**config.mk**
```make
export PLATFORM = sky130hd
export DESIGN_NAME = fx_acc_add
export DESIGN_NICKNAME = d
export VERILOG_FILES = /design/src/rtl/fx_pkg.sv /design/src/rtl/fx_sat.sv /design/src/rtl/fx_acc_add.sv
export SDC_FILE = /design/constraint.sdc
export NUM_CORES = 1
export LEC_CHECK = 0
export CAP_MARGIN = 20
export CORE_UTILIZATION = 35
export CTS_CLUSTER_SIZE = 25
export DETAILED_ROUTE_END_ITERATION = 10
export MAX_ROUTING_LAYER = met4
export REMOVE_ABC_BUFFERS = 1
export SYNTH_ARGS = -nofsm -noshare
export SYNTH_HDL_FRONTEND = slang
export SYNTH_SLANG_ARGS = --single-unit
```
**constraint.sdc**
```tcl
create_clock -name clk -period 7.1 [get_ports clk]
set_clock_uncertainty 0.2 [all_clocks]
set_input_delay 0.71 -clock clk [delete_from_list [all_inputs] [get_ports clk]]
set_output_delay 0.71 -clock clk [all_outputs]
set_load 0.03 [all_outputs]
```
**src/rtl/fx_pkg.sv**
```systemverilog
// Shared fixed-point arithmetic definitions: frame FSM states and default
// widths with the saturation bounds that follow from them.
package fx_pkg;

   typedef enum logic [1:0] {IDLE, ACCUM, HOLD} fx_state_t;

   localparam int FX_DATA_WIDTH  = 32;
   localparam int FX_ACC_WIDTH   = 40;
   localparam int FX_COUNT_WIDTH = 8;

   localparam logic [FX_DATA_WIDTH-1:0] FX_DATA_MAX = {1'b0, {(FX_DATA_WIDTH-1){1'b1}}};
   localparam logic [FX_DATA_WIDTH-1:0] FX_DATA_MIN = {1'b1, {(FX_DATA_WIDTH-1){1'b0}}};
   localparam logic [FX_ACC_WIDTH-1:0]  FX_ACC_MAX  = {1'b0, {(FX_ACC_WIDTH-1){1'b1}}};
   localparam logic [FX_ACC_WIDTH-1:0]  FX_ACC_MIN  = {1'b1, {(FX_ACC_WIDTH-1){1'b0}}};

endpackage

```
**src/rtl/fx_sat.sv**
```systemverilog
// Combinational signed narrowing IN_WIDTH -> OUT_WIDTH; clamps to the
// representable range and flags when it had to.
module fx_sat #(
   parameter int IN_WIDTH  = 40,
   parameter int OUT_WIDTH = 32
) (
   input  logic [IN_WIDTH-1:0]  din,
   output logic [OUT_WIDTH-1:0] dout,
   output logic                 clamp
);

   // Value fits iff all bits from the output sign bit upward agree.
   logic [IN_WIDTH-OUT_WIDTH:0] hi;

   always_comb begin
      hi    = din[IN_WIDTH-1:OUT_WIDTH-1];
      clamp = !((&hi) || !(|hi));
      if (!clamp)
         dout = din[OUT_WIDTH-1:0];
      else if (din[IN_WIDTH-1])
         dout = {1'b1, {(OUT_WIDTH-1){1'b0}}};
      else
         dout = {1'b0, {(OUT_WIDTH-1){1'b1}}};
   end

endmodule

```
**src/rtl/fx_acc_add.sv**
```systemverilog
// Streaming saturating accumulator: sums a frame of signed samples and
// presents one narrowed result with a sticky overflow flag.
module fx_acc_add
   import fx_pkg::*;
#(
   parameter int DATA_WIDTH  = FX_DATA_WIDTH,
   parameter int ACC_WIDTH   = FX_ACC_WIDTH,
   parameter int COUNT_WIDTH = FX_COUNT_WIDTH
) (
   input  logic                   clk,
   input  logic                   rst_n,
   input  logic                   i_clear,
   input  logic [COUNT_WIDTH-1:0] i_len,
   input  logic                   i_valid,
   output logic                   o_ready,
   input  logic [DATA_WIDTH-1:0]  i_data,
   output logic                   o_valid,
   input  logic                   i_ready,
   output logic [DATA_WIDTH-1:0]  o_result,
   output logic                   o_overflow,
   output logic [COUNT_WIDTH-1:0] o_count
);

   localparam logic [ACC_WIDTH-1:0] ACC_MAX = {1'b0, {(ACC_WIDTH-1){1'b1}}};
   localparam logic [ACC_WIDTH-1:0] ACC_MIN = {1'b1, {(ACC_WIDTH-1){1'b0}}};

   fx_state_t              state, state_nxt;
   logic [ACC_WIDTH-1:0]   acc, base, d_ext, acc_nxt;
   logic [ACC_WIDTH:0]     sum;
   logic [COUNT_WIDTH-1:0] count, len, len_eff, cnt_nxt;
   logic [DATA_WIDTH-1:0]  sat_res;
   logic                   flag, flag_nxt, acc_ovf, clamp, last, in_xfer, out_xfer;

   assign o_ready    = (state != HOLD);
   assign o_valid    = (state == HOLD);
   assign o_count    = count;
   assign o_overflow = flag;
   assign in_xfer    = i_valid && o_ready;
   assign out_xfer   = o_valid && i_ready;

   // First sample of a frame loads rather than adds, so base is zero in IDLE.
   always_comb begin
      base     = (state == IDLE) ? '0 : acc;
      d_ext    = {{(ACC_WIDTH-DATA_WIDTH){i_data[DATA_WIDTH-1]}}, i_data};
      sum      = {base[ACC_WIDTH-1], base} + {d_ext[ACC_WIDTH-1], d_ext};
      acc_ovf  = sum[ACC_WIDTH] ^ sum[ACC_WIDTH-1];
      acc_nxt  = acc_ovf ? (sum[ACC_WIDTH] ? ACC_MIN : ACC_MAX) : sum[ACC_WIDTH-1:0];
      flag_nxt = ((state == IDLE) ? 1'b0 : flag) | acc_ovf;
      len_eff  = (state != IDLE) ? len :
                 (i_len == '0)   ? COUNT_WIDTH'(1) : i_len;
      cnt_nxt  = (state == IDLE) ? COUNT_WIDTH'(1) : count + COUNT_WIDTH'(1);
      last     = (cnt_nxt == len_eff);
   end

   fx_sat #(.IN_WIDTH(ACC_WIDTH), .OUT_WIDTH(DATA_WIDTH)) u_sat (
      .din   (acc_nxt),
      .dout  (sat_res),
      .clamp (clamp)
   );

   always_comb begin
      state_nxt = state;
      if (i_clear)
         state_nxt = IDLE;
      else
         case (state)
            IDLE:    if (in_xfer) state_nxt = last ? HOLD : ACCUM;
            ACCUM:   if (in_xfer && last) state_nxt = HOLD;
            HOLD:    if (out_xfer) state_nxt = IDLE;
            default: state_nxt = IDLE;
         endcase
   end

   always_ff @(posedge clk or negedge rst_n) begin
      if (!rst_n) begin
         state    <= IDLE;
         acc      <= '0;
         count    <= '0;
         len      <= '0;
         flag     <= 1'b0;
         o_result <= '0;
      end else begin
         state <= state_nxt;
         if (i_clear) begin
            acc   <= '0;
            count <= '0;
            flag  <= 1'b0;
         end else if (in_xfer) begin
            acc   <= acc_nxt;
            count <= cnt_nxt;
            flag  <= flag_nxt | (last & clamp);
            if (state == IDLE) len <= len_eff;
            if (last) o_result <= sat_res;
         end else if (out_xfer) begin
            acc   <= '0;
            count <= '0;
            flag  <= 1'b0;
         end
      end
   end

endmodule

```
## After elaboration in Yosys (flattened, before gate mapping)

Cells that the tools add are included.

| word-level totals | value |
|---|---|
| output and inout port bits | 43 |
| logic and storage cells | 59 |
| register bits | 91 |

| cells by class | value |
|---|---|
| $add $sub $neg | 2 |
| bitwise logic cells | 5 |
| muxes and demuxes | 24 |
| equal/unequal tests | 7 |
| reduce and logical (&&, ||, !) cells | 15 |

Operator list:

| kind | count |
|---|---|
| $mux W40 | 6 |
| $mux W32 | 2 |
| $mux W8 | 6 |
| $add A40 B32 Y41 | 1 |
| $mux W2 | 5 |
| $reduce_and A3 Y1 | 3 |
| $reduce_and A9 Y1 | 1 |
| $reduce_or A9 Y1 | 1 |
| $add A8 B1 Y8 const B | 1 |
| $eq A8 B8 Y1 | 1 |
| $logic_not A8 Y1 | 1 |
| $ne A3 B3 Y1 const B | 2 |
| $pmux W2 S3 | 1 |
| $mux W1 | 4 |
| $logic_and A1 B1 Y1 | 3 |
| $ne A3 B2 Y1 const B | 1 |
| $reduce_bool A3 Y1 | 1 |
| $eq A2 B1 Y1 const B | 1 |
| $eq A2 B2 Y1 const B | 1 |
| $logic_not A1 Y1 | 2 |
| $logic_not A2 Y1 | 1 |
| $ne A2 B2 Y1 const B | 1 |
| $or A1 B1 Y1 | 2 |
| $reduce_bool A2 Y1 | 1 |
| 4 further kinds | 4 |

## Depth between registers and ports, before layout

| depth | value |
|---|---|
| depth in word-level cells | 13 |
| gate-level depth with buffers | 27 |
| gate-level depth less buffers | 22 |

## Cells and area by module

From an unflattened synthesis, not the netlist that was laid out.

| second synthesis, totals | value |
|---|---|
| cells, all modules | 849 |
| area total of the unflattened synthesis | 7244.4 um2 |

By module, submodules not included:

| module | times used | area each (um2) | cells each |
|---|---|---|---|
| fx_acc_add | 1 | 6680.2 | 764 |
| fx_sat | 1 | 564.3 | 85 |

## Least setup slack after synthesis

Ideal clock, no wire load.

| path | value |
|---|---|
| path type | register to register |
| start | reg state[1] |
| end | reg o_result[27] |
| library setup time | 129 ps |
| stages on the path, launching flop included | 27 |
| path slack | 1500 ps |
| clock period less this slack | 5600 ps |
| data arrival time | 5271 ps |
| cells stage by stage | dfrtp_1 -> or2_2 -> clkbuf_1 -> clkbuf_1 -> and2_1 -> ha_1 -> a211o_1 -> a211oi_2 -> nor4_1 -> o211a_1 -> o21ai_0 -> a21oi_1 -> o21ai_0 -> nand2b_1 -> a21oi_1 -> xnor2_1 -> ha_1 -> nor2_1 -> mux2_2 -> a31o_2 -> a311o_1 -> a41oi_1 -> buf_2 -> buf_6 -> nor4_1 -> o21ai_1 -> nand3_1 |

| on the way | value |
|---|---|
| cells in the longest elaborated chain, start to end | 9 |
| elaborated cells between the ends (all ways) | 19 |
| those cells by class | add/sub: 1; eq/ne: 2; mux: 7; bitwise: 1; reduce/logical: 8 |

RTL lines:

| what | line | RTL |
|---|---|---|
| start, declared | fx_acc_add.sv:27 | `fx_state_t state, state_nxt;` |
| start signal, assigned | fx_acc_add.sv:83 | `state <= state_nxt;` |
| $logic_not A2 Y1 | fx_acc_add.sv:43, fx_acc_add.sv:51 |  |
| $mux W40 | fx_acc_add.sv:43 | `base = (state == IDLE) ? '0 : acc;` |
| $add A40 B32 Y41 | fx_acc_add.sv:45 | `sum = {base[ACC_WIDTH-1], base} + {d_ext[ACC_WIDTH-1], d_ext};` |
| $mux W40 or $xor A1 B1 Y1 (tied branches) | fx_acc_add.sv:47, fx_acc_add.sv:46 |  |
| $mux W40 | fx_acc_add.sv:47 | `acc_nxt = acc_ovf ? (sum[ACC_WIDTH] ? ACC_MIN : ACC_MAX) : sum[ACC_WIDTH-1:0];` |
| $reduce_or A9 Y1 | fx_sat.sv:17 | `clamp = !((&hi) \|\| !(\|hi));` |
| $logic_not A1 Y1 | fx_sat.sv:17 |  |
| $logic_or A1 B1 Y1 | fx_sat.sv:17 |  |
| $mux W32 | fx_sat.sv:18 | `if (!clamp)` |
| end signal, assigned | fx_acc_add.sv:93 | `if (last) o_result <= sat_res;` |
| end, declared | fx_acc_add.sv:19 | `output logic [DATA_WIDTH-1:0] o_result,` |

Several ways; a longest one is shown, not always the timed one.
A chain may end at the register's enable or synchronous reset.

## Final worst setup path

| path | value |
|---|---|
| start | reg state[1] |
| end | reg o_result[18] |

Same word-level chain as after synthesis.

==> impl_metrics.csv <==
group,metric,value,unit
synthesis,async_flop_share,100,%
worst_setup_path,critPathKind,"flop to flop",
timing,fin_crit_sh,92.4,%
timing,final-max-slew-violation-count,0,
timing,rsz0062_at_grt,"no",
floorplanning,rows,51,
cts,clock_path_buffers,2,
cts,cts_buffers,9,
timing,setup_ws,543,ps
worst_setup_path,start_kind,"flop",
global_route,grt_pass1_vias,6635,
synthesis,synth-seq-cells,91,
detailed_routing,drt_pass1_iterations,5,
timing,fin_setup_tns,0,ps
detailed_routing,ant_nets,0,
placement,dpl_worst_slack,381,ps
timing,max_freq,153,MHz
layout,fillers,2066,
global_route,antenna_found_initial,0,
synthesis,synthCells,889,
placement,globalplace.congestion,0.966,
layout,layout.nets,1041,
global_route,grtUsageTotal,22.8,%
layout,antenna_cells,0,
worst_setup_path,crit_required,7130,ps
timing,period_needed,6560,ps
synthesis,synthFlopType,"dfrtp_1",
cts,cts_sinks,91,
layout,final-seq-area,2280,um^2
cts,ctsRootBufferMaster,"clkbuf_16",
layout,multiInputGateArea,4550,um^2
placement,postPlaceCellArea,8190,um^2
placement,io_buffers,87,
worst_setup_path,startpoint,"state[1]",
global_route,grt_pass1_wl,35500,um
cts,cts_tree,"yes",
timing,setup_viol,0,
worst_setup_path,r2r-end,"o_result[18]",
synthesis,synth-seq-area-share,32.2,%
timing,slew_headroom,37.0,%
synthesis,synth_edf_count,0,
global_route,gr-total-overflow,0,
timing,hold_violations,0,
worst_setup_path,critPathMaxFanout,36,
layout,drive_above_1_share,5.96,%
cts,cts_setup_buffers,0,
synthesis,synth_cell_types,69,
worst_setup_path,rrSetupSlack,540,ps
worst_setup_path,worst_r2r_path_depth,23,
cts,clock_latency,360,ps
layout,postLayoutCellArea,8510,um^2
synthesis,synth_area,7070,um^2
floorplanning,dieArea,20800,um^2
cts,ctsResizeCount,0,
pwr,cellLeakagePower,3.72,nW
worst_setup_path,r2r-start,"state[1]",
placement,dp_cells,1206,
synthesis,synth_area_per_cell,7.95,um^2
synthesis,synth_warnings,0,
detailed_routing,vias,6811,
worst_setup_path,crit_arrival,6590,ps
hold_path,hold_class,"input pin to async pin",
floorplanning,pin_count,88,
run_status,status,"complete, no violations",
placement,hpwlAfterDp,16100,um
floorplanning,start_util,36.0,%
worst_setup_path,cp-end-kind,"flop",
floorplanning,core,19700,um^2
layout,area_growth,20.4,%
worst_setup_path,cp-endpoint,"o_result[18]",
pwr,ir_worst_vdd,0.125,mV
detailed_routing,detail_route.drc_violations,0,
pwr,power_density,235,nW/um^2
layout,stdcell_count,1221,
layout,mostFrequentLayoutCell,"nand2_1",
cts,cts.clk_slew.worst_paths,70,ps
floorplanning,die_h,144,um
detailed_routing,wl_per_cell,18.0,um
detailed_routing,drt_iter0_markers,474,
cts,cts-htree-levels,3,
timing,tightestPinTransition,943,ps
detailed_routing,viasPerCell,5.58,
detailed_routing,wl,22000,um
timing,whs,162,ps
run,drv_cap,0,
global_route,grt_max_degree,50,
floorplanning,die_w,144,um
cts,cts_hold_buffers,0,
layout,final_cell_mix,"nand2_1, dfrtp_1, clkdlybuf4s50_1, o21ai_0, nor2_1",
-- cell type report --
| type | instances | area share [%] |
|---|---|---|
| Clock buffer | 10 | 2.69 |
| Tap cell | 265 | 3.90 |
| Timing Repair Buffer | 107 | 12.0 |
| Sequential cell | 91 | 26.8 |
| Inverter | 6 | 0.265 |
| Multi-Input combinational cell | 737 | 53.4 |
| Clock inverter | 5 | 1.01 |
-- state kept, by name (all words and copies together) (netlist names) --
signal / count
o_overflow: 1
acc: 40
len: 8
o_result: 32
state: 2
o_count: 8
-- worst max-delay path, stage by stage, from the launching register on --
cell and delay (ps):
dfrtp_1 440, or2_2 590, and2_1 310, ha_1 300, a211o_1 330, a211oi_2 330
nor4_1 160, o211a_1 280, o21ai_0 260, a21oi_1 100, o21ai_0 180, nand2b_1 80
a21oi_1 290, xnor2_1 110, ha_1 480, nor2_1 120, mux2_2 270, a31o_2 210
a311o_1 350, a41oi_1 320, buf_4 330, nor4_1 90, o21ai_0 180, nand3_1 90
-- metal layers --
metal	global-route usage (%)	part of all wire, %	wire length (um)
met5	-	0	0
met2	36.7	47	10400
met1	29.8	47	10400
met3	3.21	4.2	929
met4	6.38	1.5	323
-- worst min path at each step --
stage,end,cells after the start,slack [ps]
floorplan,acc[0],0,210
global placement,acc[32],2,240
detailed placement,acc[32],2,260
CTS,acc[29],1,180
global route,acc[29],1,210
finish,acc[30],1,160
-- cell families after synthesis --
group | Yosys count | synth area share [%]
flip-flops | 91 | 32.2
XOR/XNOR | 45 | 5.58
multiplexers | 10 | 1.56
adder cells (fa/ha/maj) | 44 | 7.90
AO/OA/AOI/OAI | 278 | 24.6
AND/OR/NAND/NOR | 360 | 24.4
buffers and inverters | 61 | 3.74
-- report_power, final --
| part | total [mW] | leakage (nW) | internal (mW) | switching [mW] |
|---|---|---|---|---|
| Sequential | 0.649 | 1.21 | 0.603 | 0.0466 |
| Combinational | 0.818 | 2.35 | 0.304 | 0.514 |
| Clock | 0.529 | 0.153 | 0.309 | 0.220 |
-- synth_stat cells, types with 8 or more instances --
| cell | number | share of area [%] |
|---|---|---|
| buf_2 | 14 | 0.99 |
| nor3_1 | 9 | 0.64 |
| a21o_1 | 14 | 1.5 |
| nand4_1 | 17 | 1.5 |
| nand2_1 | 126 | 6.7 |
| dfrtp_1 | 91 | 32 |
| clkbuf_1 | 33 | 1.8 |
| a21oi_1 | 71 | 5.0 |
| o31ai_1 | 8 | 0.85 |
| xnor2_1 | 30 | 3.7 |
| mux2_2 | 8 | 1.3 |
| nor2_1 | 76 | 4.0 |
| o21ai_0 | 80 | 5.7 |
| nand3_1 | 38 | 2.7 |
| nor4_1 | 21 | 1.9 |
| ha_1 | 43 | 7.6 |
| o21ai_1 | 17 | 1.2 |
| o21a_1 | 9 | 0.96 |
| a31oi_1 | 9 | 0.80 |
| xor2_1 | 15 | 1.9 |
| o21bai_1 | 9 | 0.96 |
| o211ai_1 | 14 | 1.5 |
| and2_1 | 45 | 4.0 |
-- per-stage QoR --
step / util [%] / power (mW)
after floorplan: - / 1.16
after global placement: 41.7 / 1.47
after detailed placement: 41.7 / 1.47
after CTS: 43.3 / 2.01
after global routing: 43.3 / 2.12
final: 43.3 / 2.00
Note: power is estimated with default switching activity, not from simulation.
